### src/rtl/exe_operand_bypass.sv
// EXE-stage operand bypass: 2-deep result history, operand muxing and load-use stall.
// Optional statistics counters are built only when BYPASS_STATS_EN is defined.
module exe_operand_bypass #(
    parameter int DATA_W  = 32,
    parameter int STATS_W = 16
) (
    input  logic               CLK,
    input  logic               RESET,
    input  logic [DATA_W-1:0]  rs_data_in,
    input  logic [DATA_W-1:0]  rt_data_in,
    input  logic               fwd_exe_rs,
    input  logic               fwd_exe_rt,
    input  logic               fwd_mem_rs,
    input  logic               fwd_mem_rt,
    input  logic [DATA_W-1:0]  alu_result,
    input  logic               exe_writes,
    input  logic               exe_is_load,
    input  logic [DATA_W-1:0]  load_data,
    input  logic               load_valid,
    input  logic               advance,
    output logic [DATA_W-1:0]  op_a,
    output logic [DATA_W-1:0]  op_b,
    output logic               op_valid,
    output logic               stall,
    output logic [STATS_W-1:0] fwd_count,
    output logic [STATS_W-1:0] stall_count
);

    // State bit 0 is pend0 (slot 0 awaiting load data), bit 1 is pend1 (slot 1).
    typedef enum logic [1:0] {
        ST_EMPTY = 2'b00,
        ST_P0    = 2'b01,
        ST_P1    = 2'b10,
        ST_P01   = 2'b11
    } state_t;

    state_t            r_state;
    state_t            w_state_nxt;
    logic [DATA_W-1:0] r_hist0;
    logic [DATA_W-1:0] r_hist1;
    logic              w_pend0;
    logic              w_pend1;
    logic              w_stall;
    logic              w_adv;
    logic              w_new_load;

    assign w_pend0    = r_state[0];
    assign w_pend1    = r_state[1];
    assign w_adv      = advance & ~w_stall;
    assign w_new_load = exe_writes & exe_is_load;

    always_ff @(posedge CLK or negedge RESET) begin
        if (!RESET) begin
            r_state <= ST_EMPTY;
        end else begin
            r_state <= w_state_nxt;
        end
    end

    // A load returning in the same cycle slot 0 shifts out lands directly in slot 1.
    always_comb begin
        w_state_nxt = r_state;
        case (r_state)
            ST_EMPTY: begin
                if (w_adv && w_new_load) w_state_nxt = ST_P0;
            end
            ST_P0: begin
                if (w_adv) begin
                    if (w_new_load) w_state_nxt = load_valid ? ST_P0 : ST_P01;
                    else            w_state_nxt = load_valid ? ST_EMPTY : ST_P1;
                end else if (load_valid) begin
                    w_state_nxt = ST_EMPTY;
                end
            end
            ST_P1: begin
                if (load_valid) w_state_nxt = ST_EMPTY;
            end
            ST_P01: begin
                if (load_valid) w_state_nxt = ST_P0;
            end
            default: w_state_nxt = ST_EMPTY;
        endcase
    end

    always_comb begin
        w_stall  = w_pend1 | (w_pend0 & (fwd_exe_rs | fwd_exe_rt));
        stall    = w_stall;
        op_valid = ~w_stall;
        op_a     = fwd_exe_rs ? r_hist0 : (fwd_mem_rs ? r_hist1 : rs_data_in);
        op_b     = fwd_exe_rt ? r_hist0 : (fwd_mem_rt ? r_hist1 : rt_data_in);
    end

    // Load data is written into the oldest pending slot before any shift is applied.
    always_ff @(posedge CLK or negedge RESET) begin
        if (!RESET) begin
            r_hist0 <= '0;
            r_hist1 <= '0;
        end else if (w_adv) begin
            r_hist1 <= (w_pend0 && load_valid) ? load_data : r_hist0;
            r_hist0 <= exe_is_load ? '0 : alu_result;
        end else if (load_valid) begin
            if (w_pend1) begin
                r_hist1 <= load_data;
            end else if (w_pend0) begin
                r_hist0 <= load_data;
            end
        end
    end

`ifdef BYPASS_STATS_EN
    logic [STATS_W-1:0] r_fwd_count;
    logic [STATS_W-1:0] r_stall_count;
    logic [1:0]         w_fwd_inc;

    function automatic logic [STATS_W-1:0] sat_add(input logic [STATS_W-1:0] base,
                                                   input logic [1:0]         inc);
        logic [STATS_W:0] sum;
        sum = {1'b0, base} + {{(STATS_W - 1){1'b0}}, inc};
        return sum[STATS_W] ? {STATS_W{1'b1}} : sum[STATS_W-1:0];
    endfunction

    assign w_fwd_inc = {1'b0, fwd_exe_rs | fwd_mem_rs} + {1'b0, fwd_exe_rt | fwd_mem_rt};

    always_ff @(posedge CLK or negedge RESET) begin
        if (!RESET) begin
            r_fwd_count   <= '0;
            r_stall_count <= '0;
        end else begin
            if (w_adv)   r_fwd_count   <= sat_add(r_fwd_count, w_fwd_inc);
            if (w_stall) r_stall_count <= sat_add(r_stall_count, 2'd1);
        end
    end

    assign fwd_count   = r_fwd_count;
    assign stall_count = r_stall_count;
`else
    assign fwd_count   = '0;
    assign stall_count = '0;
`endif

endmodule

### config.mk
export PLATFORM = sky130hd
export DESIGN_NAME = exe_operand_bypass
export DESIGN_NICKNAME = d
export VERILOG_FILES = /design/src/rtl/exe_operand_bypass.sv
export SDC_FILE = /design/constraint.sdc
export NUM_CORES = 1
export LEC_CHECK = 0
export ABC_AREA = 1
export CAP_MARGIN = 20
export CORE_MARGIN = 10
export CORE_UTILIZATION = 30
export CTS_BUF_LIST = sky130_fd_sc_hd__clkbuf_8 sky130_fd_sc_hd__clkbuf_16
export DETAILED_ROUTE_END_ITERATION = 7
export PLACE_DENSITY = 0.73
export SLEW_MARGIN = 0
export SYNTH_ARGS = -nofsm -noshare
export SYNTH_HDL_FRONTEND = slang
export SYNTH_SLANG_ARGS = --single-unit
### constraint.sdc
create_clock -name CLK -period 4 [get_ports CLK]
set_clock_uncertainty 0.1 [all_clocks]
set_input_delay 0.8 -clock CLK [delete_from_list [all_inputs] [get_ports CLK]]
set_output_delay 0.8 -clock CLK [all_outputs]
set_load 0.02 [all_outputs]
==> impl_results.md <==
* Status: finished, final reports clean
* Internal at ~2.6 mW
* Met3 Usage GRT at 0.05886
* Vias/cell at slightly below 5
* FF-to-FF path depth at 6
* HP Start: r_hist1[14]
* RR Endpoint: r_hist1[11]
* CTS buffer count at 9
* Period Utilization, post-route at 0.8685
* Later-pin clock latency in the skew report at between 0.3 and 0.4 ns
* Synth Warn # at 0
* Hold endpoint: r_hist1[14]
* Top cells by area in the synthesized netlist: dfrtp_1 33%, nand2_1 17%, o211ai_1 15%
* Max Clk Rate at 287.8 MHz
* Post-synthesis sequential area ratio at 0.3337
* CTS hold repair buffers at 0
* Die Y at ~150 µm
* Area added between synthesis and finish at 48.43%
* Initial antenna violation count at 0
* Setup Buffers After CTS at 0
* Nets@finish at 1,041
* Psw at approximately 2.0 mW
* # rows at between 40 and 50
* CTS H-tree lvls at 3
* HP Class: flip-flop to flip-flop
* Clk pwr share at 0.204
* Post-CTS sizing at 0
* Total track usage at 0.1677
* Fillers at between 1,500 and 2,000
* Pwr dens at just over 600 nW/µm²
* Gr busiest metal: met2
* Clk slew on worst S/H paths at about 0.050 ns
* Critical path peak fanout at 32
* Peak VDD IR at 0.0002840 V
* Sw Share at 0.4311
* Synth top area share at 0.3337
* Residual DRC at 0
* Remaining antenna violation count at 0
* Number of diodes at 0
* Met2 Usage GRT at 0.2797
* Avg Synthesized Cell Area at 6.818 µm²
* Register-to-Register Setup Slack at 1.62 ns
* Clk root buf: clkbuf_16
* Endpoints failing setup at 0
* Setup TNS Final at 0 ns
* DR WL/cell at 16.96 µm
* Syn Inst Count at 726
* Global-route wire length before repair at between 20 and 30 mm
* Core Box Area at approximately 16,000 µm²
* Kind of critical path: primary input to output port
* Final Max Tran Viols at 0
* Rel. slew slack at 0.3695
* Flop pwr share at 0.257
* Data required, critical path at 3.10 ns
* Slew at the pin with the worst max-slew slack at 0.9435 ns
* Largest net degree at the start of global routing at 67
* Gr ovfl total at 0
* Clk buf depth at 2
* # port buffers at approximately 200
* Proportion of power drawn by combinational gates at 0.540
* Finished Layout Cells at between 1,000 and 1,500
* Seq cells post-synth at 66
* Endpoint class of the critical path: output port
* Initial core utilization at 0.3094
* Vias in the first global route at between 5,000 and 6,000
* DRT Pass-1 Iters at 5
* HPWL Detailed at roughly 14 mm
* Unrepaired setup endpoints after global routing: false
* Placed cells at between 1,000 and 1,500
* Initial drt markers at approximately 250
* CTS tree: built
* # clock sinks at 66
* Die area at 22,040 µm²
* Met1 Track Usage GR at 0.2035
* IO Count at approximately 240
* Hold path cells at 2
* Final hold violation count at 0
* Number of max-cap violations at 0
* Setup crit start kind: primary input
* CP startpoint: fwd_exe_rt
* Die Wd at 148.5 µm
* Lkg Pwr at between 3 and 4 nW
* Synth cell types at 26
* Crit path DAT at between 2 and 3 ns
* Vias at between 5,000 and 6,000
* R2R Path Start: r_state[1]
* GPL Wtd Cong at around 0.8
* Cell Area, Synth at around 5000 µm²
* Layout cells sized above 1 at 0.04978
* Min cycle time layout at around 3.5 ns
* Total Wirelength at about 19 mm
* Largest area contributor in the netlist: dfrtp_1
synth_stat cells, drive strengths merged:
library cell  number
a21oi              3
dfrtp             66
nor3               1
o21ai             70
nand2            221
nor2               7
nand3             75
a31oi              3
buf               61
ha                 4
clkbuf            23
o211ai            96
conb               1
inv               93
nand4              2
metal layers:
| metal | vias to the layer above | wire, µm |
|---|---|---|
| met5 | - | 0 |
| met4 | 0 | 82 |
| met3 | 8 | 1542 |
| met2 | 194 | 9390 |
| met1 | 2575 | 7978 |
| li1 | 2678 | - |
flip-flops by register name (all words and copies together), names as in the netlist:
name	count
r_hist0	32
r_hist1	32
r_state	2
layout by cell type, fill, tap and decap left out, types with 3 or more instances in the layout:
cell type	n
a21oi_1	3
buf_4	11
inv_2	6
ha_1	4
inv_1	87
nor2_1	4
o21ai_0	68
a31oi_1	3
clkdlybuf4s50_1	200
nor2_4	3
conb_1	32
bufinv_16	3
nand2_1	220
dfrtp_1	66
nand3_1	73
clkbuf_16	9
o211ai_1	96
critical path, cell delays in order:
cell and delay, ns:
clkdlybuf4s50_1 0.47, inv_2 0.08, buf_4 0.30, o211ai_1 0.14, o21ai_0 0.10, clkdlybuf4s50_1 0.66
power by group through the flow:
| stage | registers, mW | logic, mW | clock network, mW |
|---|---|---|---|
| after detailed placement | 1.17 | 2.46 | 0 |
| after floorplan | 1.13 | 1.54 | 0 |
| after global routing | 1.21 | 2.73 | 0.980 |
| final | 1.17 | 2.45 | 0.925 |
| after global placement | 1.16 | 2.43 | 0 |
| after CTS | 1.17 | 2.47 | 0.946 |
final cells by class:
type / instances / area [µm²] / share of cell area
multi-input cells: 514 / 2589 / 0.3523
flip-flops and latches: 66 / 1652 / 0.2248
clock buffers: 10 / 239.0 / 0.03253
inverters: 93 / 349.1 / 0.04751
repair buffers: 215 / 2135 / 0.2905
well taps: 216 / 270.3 / 0.03678
clock inverters: 6 / 113.9 / 0.01550
cells by family after synthesis:
kind of cell,share of synthesized area
flip-flops,0.3337
buffers and inverters,0.1709
AND/OR/NAND/NOR,0.2583
AO/OA/AOI/OAI,0.2262
adder cells (fa/ha/maj),0.01011
other,0.0007576
through the flow:
stage | utilization | power [mW] | setup slack, ns | hold WS, ns | cell area [µm²]
final | 0.4592 | 4.543 | 0.5259 | 0.3793 | 7347
after global routing | 0.4592 | 4.918 | 0.4122 | 0.4101 | 7347
after CTS | 0.4592 | 4.583 | 0.5429 | 0.3812 | 7347
after detailed placement | 0.4371 | 3.635 | 0.5460 | 0.3656 | 6994
after global placement | 0.4371 | 3.594 | 0.5509 | 0.3636 | 6994
after floorplan | - | 2.671 | 1.363 | 0.3488 | 5066
worst max-delay path by stage:
stage	slack, ns	cells after the start	end
floorplan	1.36	5	op_b[30]
global placement	0.55	6	op_b[29]
detailed placement	0.55	6	op_b[20]
CTS	0.54	6	op_a[1]
global route	0.41	6	op_a[24]
finish	0.53	6	op_b[16]
Note: power is estimated with default switching activity, not from simulation.
